<file path="config.mk">
export PLATFORM = sky130hd
export DESIGN_NAME = qkv_feeder
export DESIGN_NICKNAME = d
export VERILOG_FILES = /design/src/rtl/qkv_feeder.sv
export SDC_FILE = /design/constraint.sdc
export NUM_CORES = 1
export LEC_CHECK = 0
export ABC_CLOCK_PERIOD_IN_PS = 5300
export CAP_MARGIN = 20
export CORE_AREA = 2 2 208 189
export CTS_CLUSTER_SIZE = 14
export DETAILED_ROUTE_END_ITERATION = 10
export DIE_AREA = 0 0 210 191
export PLACE_DENSITY = 0.87
export SLEW_MARGIN = 10
export SYNTH_ARGS = -nofsm -noshare
export SYNTH_HDL_FRONTEND = slang
export SYNTH_SLANG_ARGS = --single-unit
</file>
<file path="constraint.sdc">
create_clock -name clock -period 5.3 [get_ports clock]
set_input_delay 1.06 -clock clock [delete_from_list [all_inputs] [get_ports clock]]
set_output_delay 1.06 -clock clock [all_outputs]
set_load 0.01 [all_outputs]
</file>
<file path="src/rtl/qkv_feeder.sv">
`default_nettype none
// ============================================================================
//  Module      : qkv_feeder
//  Description : Streams one Q vector per query row followed by the full K/V
//                sequence from three 1-cycle-latency SRAM read ports into the
//                valid/ready inputs of a single PE. Each channel owns a
//                2-entry output FIFO so reads can be issued back-to-back.
//  Revision    : 1.0 - initial release
// ============================================================================
module qkv_feeder #(
  parameter int ADDR_W     = 8,
  parameter int FIFO_DEPTH = 2,
  parameter int Q_VEC_W    = 64,
  parameter int K_VEC_W    = 64,
  parameter int V_VEC_W    = 64
) (
  input  logic               clock,
  input  logic               reset,
  input  logic               start,
  input  logic [ADDR_W:0]    num_q,
  input  logic [ADDR_W:0]    seq_len,
  output logic               busy,
  output logic               done,
  output logic               q_sram_re,
  output logic               k_sram_re,
  output logic               v_sram_re,
  output logic [ADDR_W-1:0]  q_sram_addr,
  output logic [ADDR_W-1:0]  k_sram_addr,
  output logic [ADDR_W-1:0]  v_sram_addr,
  input  logic [Q_VEC_W-1:0] q_sram_rdata,
  input  logic [K_VEC_W-1:0] k_sram_rdata,
  input  logic [V_VEC_W-1:0] v_sram_rdata,
  output logic               Q_vld_out,
  output logic               K_vld_out,
  output logic               V_vld_out,
  input  logic               Q_rdy_in,
  input  logic               K_rdy_in,
  input  logic               V_rdy_in,
  output logic [Q_VEC_W-1:0] q_vector,
  output logic [K_VEC_W-1:0] k_vector,
  output logic [V_VEC_W-1:0] v_vector
);

  typedef enum logic [1:0] {
    S_IDLE     = 2'd0,
    S_Q_PHASE  = 2'd1,
    S_KV_PHASE = 2'd2,
    S_DONE     = 2'd3
  } state_t;

  localparam logic [ADDR_W:0] c_one   = {{ADDR_W{1'b0}}, 1'b1};
  localparam logic [2:0]      c_depth = 3'(FIFO_DEPTH);

  state_t r_state;
  state_t w_state_nx;

  logic [ADDR_W:0] r_num_q;
  logic [ADDR_W:0] r_seq_len;
  logic [ADDR_W:0] r_q_idx;
  logic            r_q_issued;
  logic [ADDR_W:0] r_k_iss;
  logic [ADDR_W:0] r_v_iss;
  logic [ADDR_W:0] r_k_hs;
  logic [ADDR_W:0] r_v_hs;
  logic            r_q_inflight;
  logic            r_k_inflight;
  logic            r_v_inflight;

  logic [1:0]      w_q_cnt;
  logic [1:0]      w_k_cnt;
  logic [1:0]      w_v_cnt;
  logic            w_q_pop;
  logic            w_k_pop;
  logic            w_v_pop;
  logic            w_q_re;
  logic            w_k_re;
  logic            w_v_re;
  logic [ADDR_W:0] w_k_hs_nx;
  logic [ADDR_W:0] w_v_hs_nx;
  logic            w_accept;
  logic            w_zero_job;
  logic            w_kv_last;
  logic            w_last_q;
  logic [2:0]      w_k_load;
  logic [2:0]      w_v_load;
  logic [2:0]      w_k_lim;
  logic [2:0]      w_v_lim;

  // Handshakes and job-level decode
  assign w_q_pop    = Q_vld_out & Q_rdy_in;
  assign w_k_pop    = K_vld_out & K_rdy_in;
  assign w_v_pop    = V_vld_out & V_rdy_in;
  assign w_accept   = (r_state == S_IDLE) & start;
  assign w_zero_job = (num_q == '0) | (seq_len == '0);
  assign w_last_q   = (r_q_idx == (r_num_q - c_one));

  // A slot freed by a pop this cycle may be reused by a read this cycle;
  // this keeps the stream bubble-free with one read always in flight.
  assign w_k_load = {1'b0, w_k_cnt} + {2'b00, r_k_inflight};
  assign w_v_load = {1'b0, w_v_cnt} + {2'b00, r_v_inflight};
  assign w_k_lim  = c_depth + {2'b00, w_k_pop};
  assign w_v_lim  = c_depth + {2'b00, w_v_pop};

  assign w_q_re = (r_state == S_Q_PHASE) & ~r_q_issued;
  assign w_k_re = (r_state == S_KV_PHASE) & (r_k_iss < r_seq_len) & (w_k_load < w_k_lim);
  assign w_v_re = (r_state == S_KV_PHASE) & (r_v_iss < r_seq_len) & (w_v_load < w_v_lim);

  assign w_k_hs_nx = r_k_hs + {{ADDR_W{1'b0}}, w_k_pop};
  assign w_v_hs_nx = r_v_hs + {{ADDR_W{1'b0}}, w_v_pop};
  assign w_kv_last = (r_state == S_KV_PHASE) & (w_k_hs_nx == r_seq_len) & (w_v_hs_nx == r_seq_len);

  // State register
  always_ff @(posedge clock) begin
    if (!reset) begin
      r_state <= S_IDLE;
    end else begin
      r_state <= w_state_nx;
    end
  end

  // Next-state decode: one Q handshake, then a full K/V sweep, per query row
  always_comb begin
    w_state_nx = r_state;
    case (r_state)
      S_IDLE: begin
        if (start) begin
          w_state_nx = w_zero_job ? S_DONE : S_Q_PHASE;
        end
      end
      S_Q_PHASE: begin
        if (w_q_pop) begin
          w_state_nx = S_KV_PHASE;
        end
      end
      S_KV_PHASE: begin
        if (w_kv_last) begin
          w_state_nx = w_last_q ? S_DONE : S_Q_PHASE;
        end
      end
      S_DONE: begin
        w_state_nx = S_IDLE;
      end
      default: begin
        w_state_nx = S_IDLE;
      end
    endcase
  end

  // Job parameters, row indices, issue/handshake counters and in-flight flags
  always_ff @(posedge clock) begin
    if (!reset) begin
      r_num_q      <= '0;
      r_seq_len    <= '0;
      r_q_idx      <= '0;
      r_q_issued   <= 1'b0;
      r_k_iss      <= '0;
      r_v_iss      <= '0;
      r_k_hs       <= '0;
      r_v_hs       <= '0;
      r_q_inflight <= 1'b0;
      r_k_inflight <= 1'b0;
      r_v_inflight <= 1'b0;
    end else begin
      r_q_inflight <= w_q_re;
      r_k_inflight <= w_k_re;
      r_v_inflight <= w_v_re;

      if (w_accept && !w_zero_job) begin
        r_num_q    <= num_q;
        r_seq_len  <= seq_len;
        r_q_idx    <= '0;
        r_q_issued <= 1'b0;
      end

      if (w_q_re) begin
        r_q_issued <= 1'b1;
      end

      if (w_q_pop) begin
        r_k_iss <= '0;
        r_v_iss <= '0;
        r_k_hs  <= '0;
        r_v_hs  <= '0;
      end else begin
        if (w_k_re) begin
          r_k_iss <= r_k_iss + c_one;
        end
        if (w_v_re) begin
          r_v_iss <= r_v_iss + c_one;
        end
        r_k_hs <= w_k_hs_nx;
        r_v_hs <= w_v_hs_nx;
      end

      if (w_kv_last && !w_last_q) begin
        r_q_idx    <= r_q_idx + c_one;
        r_q_issued <= 1'b0;
      end
    end
  end

  // Output buffers: returning read data is pushed the cycle it arrives
  qkv_fifo2 #(.W(Q_VEC_W)) u_q_fifo (
    .clock (clock),
    .reset (reset),
    .push  (r_q_inflight),
    .din   (q_sram_rdata),
    .pop   (w_q_pop),
    .dout  (q_vector),
    .count (w_q_cnt)
  );

  qkv_fifo2 #(.W(K_VEC_W)) u_k_fifo (
    .clock (clock),
    .reset (reset),
    .push  (r_k_inflight),
    .din   (k_sram_rdata),
    .pop   (w_k_pop),
    .dout  (k_vector),
    .count (w_k_cnt)
  );

  qkv_fifo2 #(.W(V_VEC_W)) u_v_fifo (
    .clock (clock),
    .reset (reset),
    .push  (r_v_inflight),
    .din   (v_sram_rdata),
    .pop   (w_v_pop),
    .dout  (v_vector),
    .count (w_v_cnt)
  );

  assign Q_vld_out   = (w_q_cnt != 2'd0);
  assign K_vld_out   = (w_k_cnt != 2'd0);
  assign V_vld_out   = (w_v_cnt != 2'd0);
  assign q_sram_re   = w_q_re;
  assign k_sram_re   = w_k_re;
  assign v_sram_re   = w_v_re;
  assign q_sram_addr = r_q_idx[ADDR_W-1:0];
  assign k_sram_addr = r_k_iss[ADDR_W-1:0];
  assign v_sram_addr = r_v_iss[ADDR_W-1:0];
  assign busy        = (r_state != S_IDLE);
  assign done        = (r_state == S_DONE);

endmodule

// Two-entry FIFO; the caller never pushes when full or pops when empty.
module qkv_fifo2 #(
  parameter int W = 32
) (
  input  logic         clock,
  input  logic         reset,
  input  logic         push,
  input  logic [W-1:0] din,
  input  logic         pop,
  output logic [W-1:0] dout,
  output logic [1:0]   count
);

  logic [W-1:0] r_mem [2];
  logic         r_wr_ptr;
  logic         r_rd_ptr;
  logic [1:0]   r_count;

  // Pointer and occupancy bookkeeping; push+pop together keeps occupancy
  always_ff @(posedge clock) begin
    if (!reset) begin
      r_wr_ptr <= 1'b0;
      r_rd_ptr <= 1'b0;
      r_count  <= 2'd0;
    end else begin
      if (push) begin
        r_wr_ptr <= ~r_wr_ptr;
      end
      if (pop) begin
        r_rd_ptr <= ~r_rd_ptr;
      end
      r_count <= r_count + {1'b0, push} - {1'b0, pop};
    end
  end

  // Storage is unreset: entries are only observed while occupancy is non-zero
  always_ff @(posedge clock) begin
    if (push) begin
      r_mem[r_wr_ptr] <= din;
    end
  end

  assign dout  = r_mem[r_rd_ptr];
  assign count = r_count;

endmodule
`default_nettype wire
</file>
# Word level (Yosys, flattened, before mapping)

Memories as Yosys holds them, arrays and structs flattened. A register that Yosys moved wholly into a read port is not among the register bits.
Cells that the tools add are included.

$add $sub $neg: 16
Order comparisons: 4
Multiplexer cells: 22
Bitwise logic cells: 20
Eq/ne operators: 9
Reduce and logical (&&, ||, !) cells: 16

Operator list:

| cell                                                                | number |
|---|---|
| 9-bit by 1-bit adder with 9-bit output (second input constant)      | 3 |
| 9-bit == test                                                       | 3 |
| 9-bit by 1-bit adder with 9-bit output                              | 2 |
| 9-bit logical NOT                                                   | 2 |
| 9-bit less-than comparator                                          | 2 |
| 9-bit two-way mux                                                   | 2 |
| 1-bit two-way mux                                                   | 14 |
| 2-bit nonzero test                                                  | 6 |
| 1-bit AND                                                           | 11 |
| 2-bit two-way mux                                                   | 5 |
| 9-bit by 1-bit subtractor with 9-bit output (second input constant) | 1 |
| 1-bit inverter                                                      | 8 |
| 2-bit one-hot mux with 4 select lines                               | 1 |
| 2-bit by 1-bit adder with 2-bit output                              | 3 |
| 2-bit by 1-bit adder with 3-bit output                              | 2 |
| 2-bit by 1-bit adder with 3-bit output (first input constant)       | 2 |
| 3-bit less-than comparator                                          | 2 |
| 2-bit by 1-bit subtractor with 2-bit output                         | 3 |
| 2-bit == test (second input constant)                               | 2 |
| 2-bit != test (second input constant)                               | 2 |
| 2-bit OR reduction                                                  | 2 |
| 3-bit AND reduction                                                 | 1 |
| 2-bit by 1-bit == test with 1-bit output (second input constant)    | 1 |
| 1-bit logical AND                                                   | 2 |
| 4 further kinds                                                     | 5 |

Register bits after elaboration: 81
Bits in writable memories: 384
Memories kept: 3
Output and inout bits: 224
Logic and storage cells: 111
Input port bits: 216

Memory list:

| name           | depth | width | read ports | clocked after memory_dff | write ports | RTL line | RTL |
|---|---|---|---|---|---|---|---|
| u_k_fifo.r_mem | 2     | 64    | 1          | 1                        | 1           | 260      | `logic [W-1:0] r_mem [2];` |
| u_q_fifo.r_mem | 2     | 64    | 1          | 1                        | 1           | 260      |  |
| u_v_fifo.r_mem | 2     | 64    | 1          | 1                        | 1           | 260      |  |

# Depth between registers and ports, before layout

Depth in word-level cells: 8
Gate-level depth with buffers: 14
Depth with buffers taken out: 12

# By module

From an unflattened synthesis, not the netlist that was laid out.

Cell total of the unflattened synthesis: 1164
Area, all modules: 19726.4 µm²

Modules (own cells, without submodules):

| module     | area an instance (µm²) | cells an instance | seq. area each (µm²) | times used |
|---|---|---|---|---|
| qkv_fifo2  | 5136.2                 | 218               | 3943.8               | 3 |
| qkv_feeder | 4317.9                 | 510               | 1381.3               | 1 |

# Worst setup path before layout

OpenSTA, ideal clock, no wires.

Path type: register to register
Start: reg r_k_inflight
End: mem u_k_fifo.r_mem[0][0] (netlist name) (enable)
Arrival time: 3259 ps
Cell stages (with the launch flop): 2
Setup slack: 1546 ps
Path buffers: 0
Required time: 4805 ps
Period minus slack after synthesis: 3754 ps
Setup time: 495 ps
Cells stage by stage: dfxtp_1 > nor2b_1

Cells in the longest elaborated chain, start to end: 2

Ends and longest elaborated chain:

| element                                 | RTL line | RTL |
|---|---|---|
| start: declaration                      | 66       | `logic r_k_inflight;` |
| start signal: assignment                | 165      | `r_k_inflight <= w_k_re;` |
| 1-bit two-way mux                       | 284      | `if (push) begin` |
| 1-bit two-way mux (implied by the code) | 285      | `r_mem[r_wr_ptr] <= din;` |
| end: declaration                        | 260      |  |

Every way passes these cells.

# Worst setup path after layout

Start: in V_rdy_in
End: out v_sram_re

Cells in the longest elaborated chain, start to end: 4

Ends and longest elaborated chain:

| element                                | RTL line | RTL |
|---|---|---|
| start: declaration                     | 38       | `input logic V_rdy_in,` |
| 1-bit AND                              | 92       | `assign w_v_pop = V_vld_out & V_rdy_in;` |
| 2-bit by 1-bit adder with 3-bit output | 102      | `assign w_v_lim = c_depth + {2'b00, w_v_pop};` |
| 3-bit less-than comparator             | 106      | `assign w_v_re = (r_state == S_KV_PHASE) & (r_v_iss < r_seq_len) & (w_v_load < w_v_lim);` |
| 1-bit AND                              | 106      |  |
| end: declaration                       | 26       | `output logic v_sram_re,` |

Every way passes these cells.

==> results.md <==
* Clk root buf: clkbuf_16
* Syn nets at 1,445
* Clock Skews at 0.0164 ns
* Routed wire length per instance at 21.3 um
* Overflow after GRT at 0
* Post-synthesis sequential area ratio at 70.3%
* Post-Syn Area at 18,800 sq um
* Yosys top cell by area: edfxtp_1
* GPL Wtd Cong at 0.881
* Critical path endpoint category: primary output
* Number of detailed-route iterations in the first pass at 8
* Worst hold path type: flip-flop to flip-flop
* Routed Wire Length at 45,900 um
* Pin count of the biggest net entering global routing at 67
* Post-CTS sizing at 0
* Worst hold slack at 0.472 ns
* Fmax at 235 MHz
* Final instance area at 25,100 sq um
* Core area at 38,000 sq um
* Iteration-0 DRC Markers at 877
* Die Wd at 210 um
* Initial Util at 49.4%
* Largest fanout on the critical path at 4
* CTS tree: yes
* Vias in the first global route at 11,900
* Finished Core Util at 66.0%
* Buffer depth of the longest clock path at 3
* Power Density at 388 nW/um^2
* Share of post-route cells with drive strength above 1 at 17.5%
* Nets at 1,877
* Tmin final at 4.25 ns
* Total GRT Usage at 22.3%
* CP startpoint kind: primary input
* Setup TNS at 0 ns
* Dpl hpwl at 31,200 um
* Die Span Y at 191 um
* Outcome: finished clean
* Synth Flop Type: edfxtp_1
* Worst-Skew Late Latency at 0.58 ns
* ANT nets after route at 0
* Max Transition Viols Final at 0
* Total die area at 40,100 sq um
* Synthesized instance count at 1,194
* Maximum vdd ir drop at 0.205 mV
* Data required time of the worst path at 4.24 ns
* Slew at the pin closest to its max-slew limit at 0.996 ns
* Syn-to-layout area delta at 33.6%
* Ports at 440
* Commonest non-fill, non-tap cell in the layout: clkdlybuf4s50_1
* Average size of a mapped cell at 15.7 sq um
* Final hold vios at 0
* # port buffers at 439
* Top cell type's share of synthesized area at 61.4%
* Final setup fails at 0
* FF+latch count, synth at 468
* Site Rows at 68
* Max Cap Viol at 0
* RSZ-0062 raised after global routing: no
* DRC violations left at 0
* Fin crit share at 80.2%
* Worst Path Arrival at 3.19 ns
* Ys async rst share at 0%
* Via count at 11,700
* Final Power at 9.75 mW
* First-pass GRT wire length at 67,800 um
* Initial antenna violation count at 4
* Synth Warn # at 0
* # hold bufs at CTS at 0
* LEAKAGE at 8.69 nW
* Max_slew headroom at 33.4%
* Yosys cell types at 56
* Clock-pin slew on the worst setup and hold paths at 0.06 ns
* H-tree levels at 2
* Critical setup path kind: primary input to primary output
* Vias/cell at 5.40
* Placement Cell Area at 23,600 sq um
* Synth top area cells: edfxtp_1 61%, mux2_2 12%, dfxtp_1 9.0%, ha_1 2.3%, nand2_1 1.4%
* Post-CTS Setup Inserts at 0
* CTS Buf Count at 47
* Most frequent cells in the layout: 438 x clkdlybuf4s50_1, 384 x edfxtp_1, 193 x mux2_2
* CTS Sinks at 468
* Number of synthesized flops with an enable pin at 384
## worst paths after layout
kind,startpoint,end,slack [ns],depth (start not counted)
max,V_rdy_in,v_sram_re,1.05,6
min reg2reg,r_seq_len[4],r_seq_len[4],0.47,2
max reg2reg,u_k_fifo.count[1],r_state[1],1.67,13
min,r_seq_len[4],r_seq_len[4],0.47,2
## state kept, by name, summed over array words and instances (netlist names), 9 cells and up, named ones only
signal / flops
r_k_hs: 9
r_k_iss: 9
r_num_q: 9
r_q_idx: 9
r_seq_len: 9
r_v_hs: 9
r_v_iss: 9
u_k_fifo.r_mem: 128
u_q_fifo.r_mem: 128
u_v_fifo.r_mem: 128
## layer usage
metal | share of wire [%] | vias up | track usage [%]
met5 | 0.065 | - | 0
met2 | 51 | 426 | 39.2
met4 | 3.8 | 4 | 9.49
met1 | 39 | 5751 | 25.7
li1 | - | 5366 | -
met3 | 6.6 | 107 | 6.01
## Yosys cell counts, drive strengths merged (8+ instances only)
cell	number
ha	35
a21oi	16
mux2	194
nor2b	13
clkbuf	42
a21boi	18
nand2	72
or3	12
a2111oi	8
and3	15
dfxtp	84
and2	28
nand4	10
nor2	37
a21o	8
edfxtp	384
nand3	23
buf	27
o21ai	11
inv	24
xnor2	29
xor2	11
o211ai	9
## critical path: stages
cell	delay [ns]
clkdlybuf4s50_1	0.46
nand2_1	0.09
o21ai_0	0.27
o2111ai_1	0.26
a21oi_1	0.42
clkdlybuf4s50_1	0.63
## logic make-up after synthesis
| logic type | Yosys count | synth area share [%] |
|---|---|---|
| buffers and inverters | 93 | 2.36 |
| flip-flops | 468 | 70.3 |
| XOR/XNOR | 40 | 1.86 |
| multiplexers | 201 | 12.0 |
| AND/OR/NAND/NOR | 251 | 7.03 |
| AO/OA/AOI/OAI | 106 | 4.09 |
| adder cells (fa/ha/maj) | 35 | 2.33 |
## final cells by class
| cell class | count | area, sq um |
|---|---|---|
| antenna | 2 | 5.00 |
| clock buffer | 61 | 1290 |
| clock inverter | 27 | 239 |
| fill | 2594 | 12900 |
| inverter | 24 | 90.1 |
| multi-input combinational | 633 | 5160 |
| sequential | 468 | 13200 |
| tap | 490 | 613 |
| timing repair buffer | 452 | 4490 |
## stage by stage
stage	worst slack [ns]	std cells
final	1.05	2157
after CTS	1.06	2155
after global routing	0.876	2157
after floorplan	1.55	1194
after detailed placement	0.886	2067
after global placement	0.945	2067
## power breakdown
part / switching, mW / internal [mW] / total, mW
Sequential: 0.148 / 4.13 / 4.28
Combinational: 0.939 / 1.26 / 2.20
Clock: 1.36 / 1.92 / 3.27
Total: 2.45 / 7.31 / 9.75
Power figures use the tool's default switching activity.
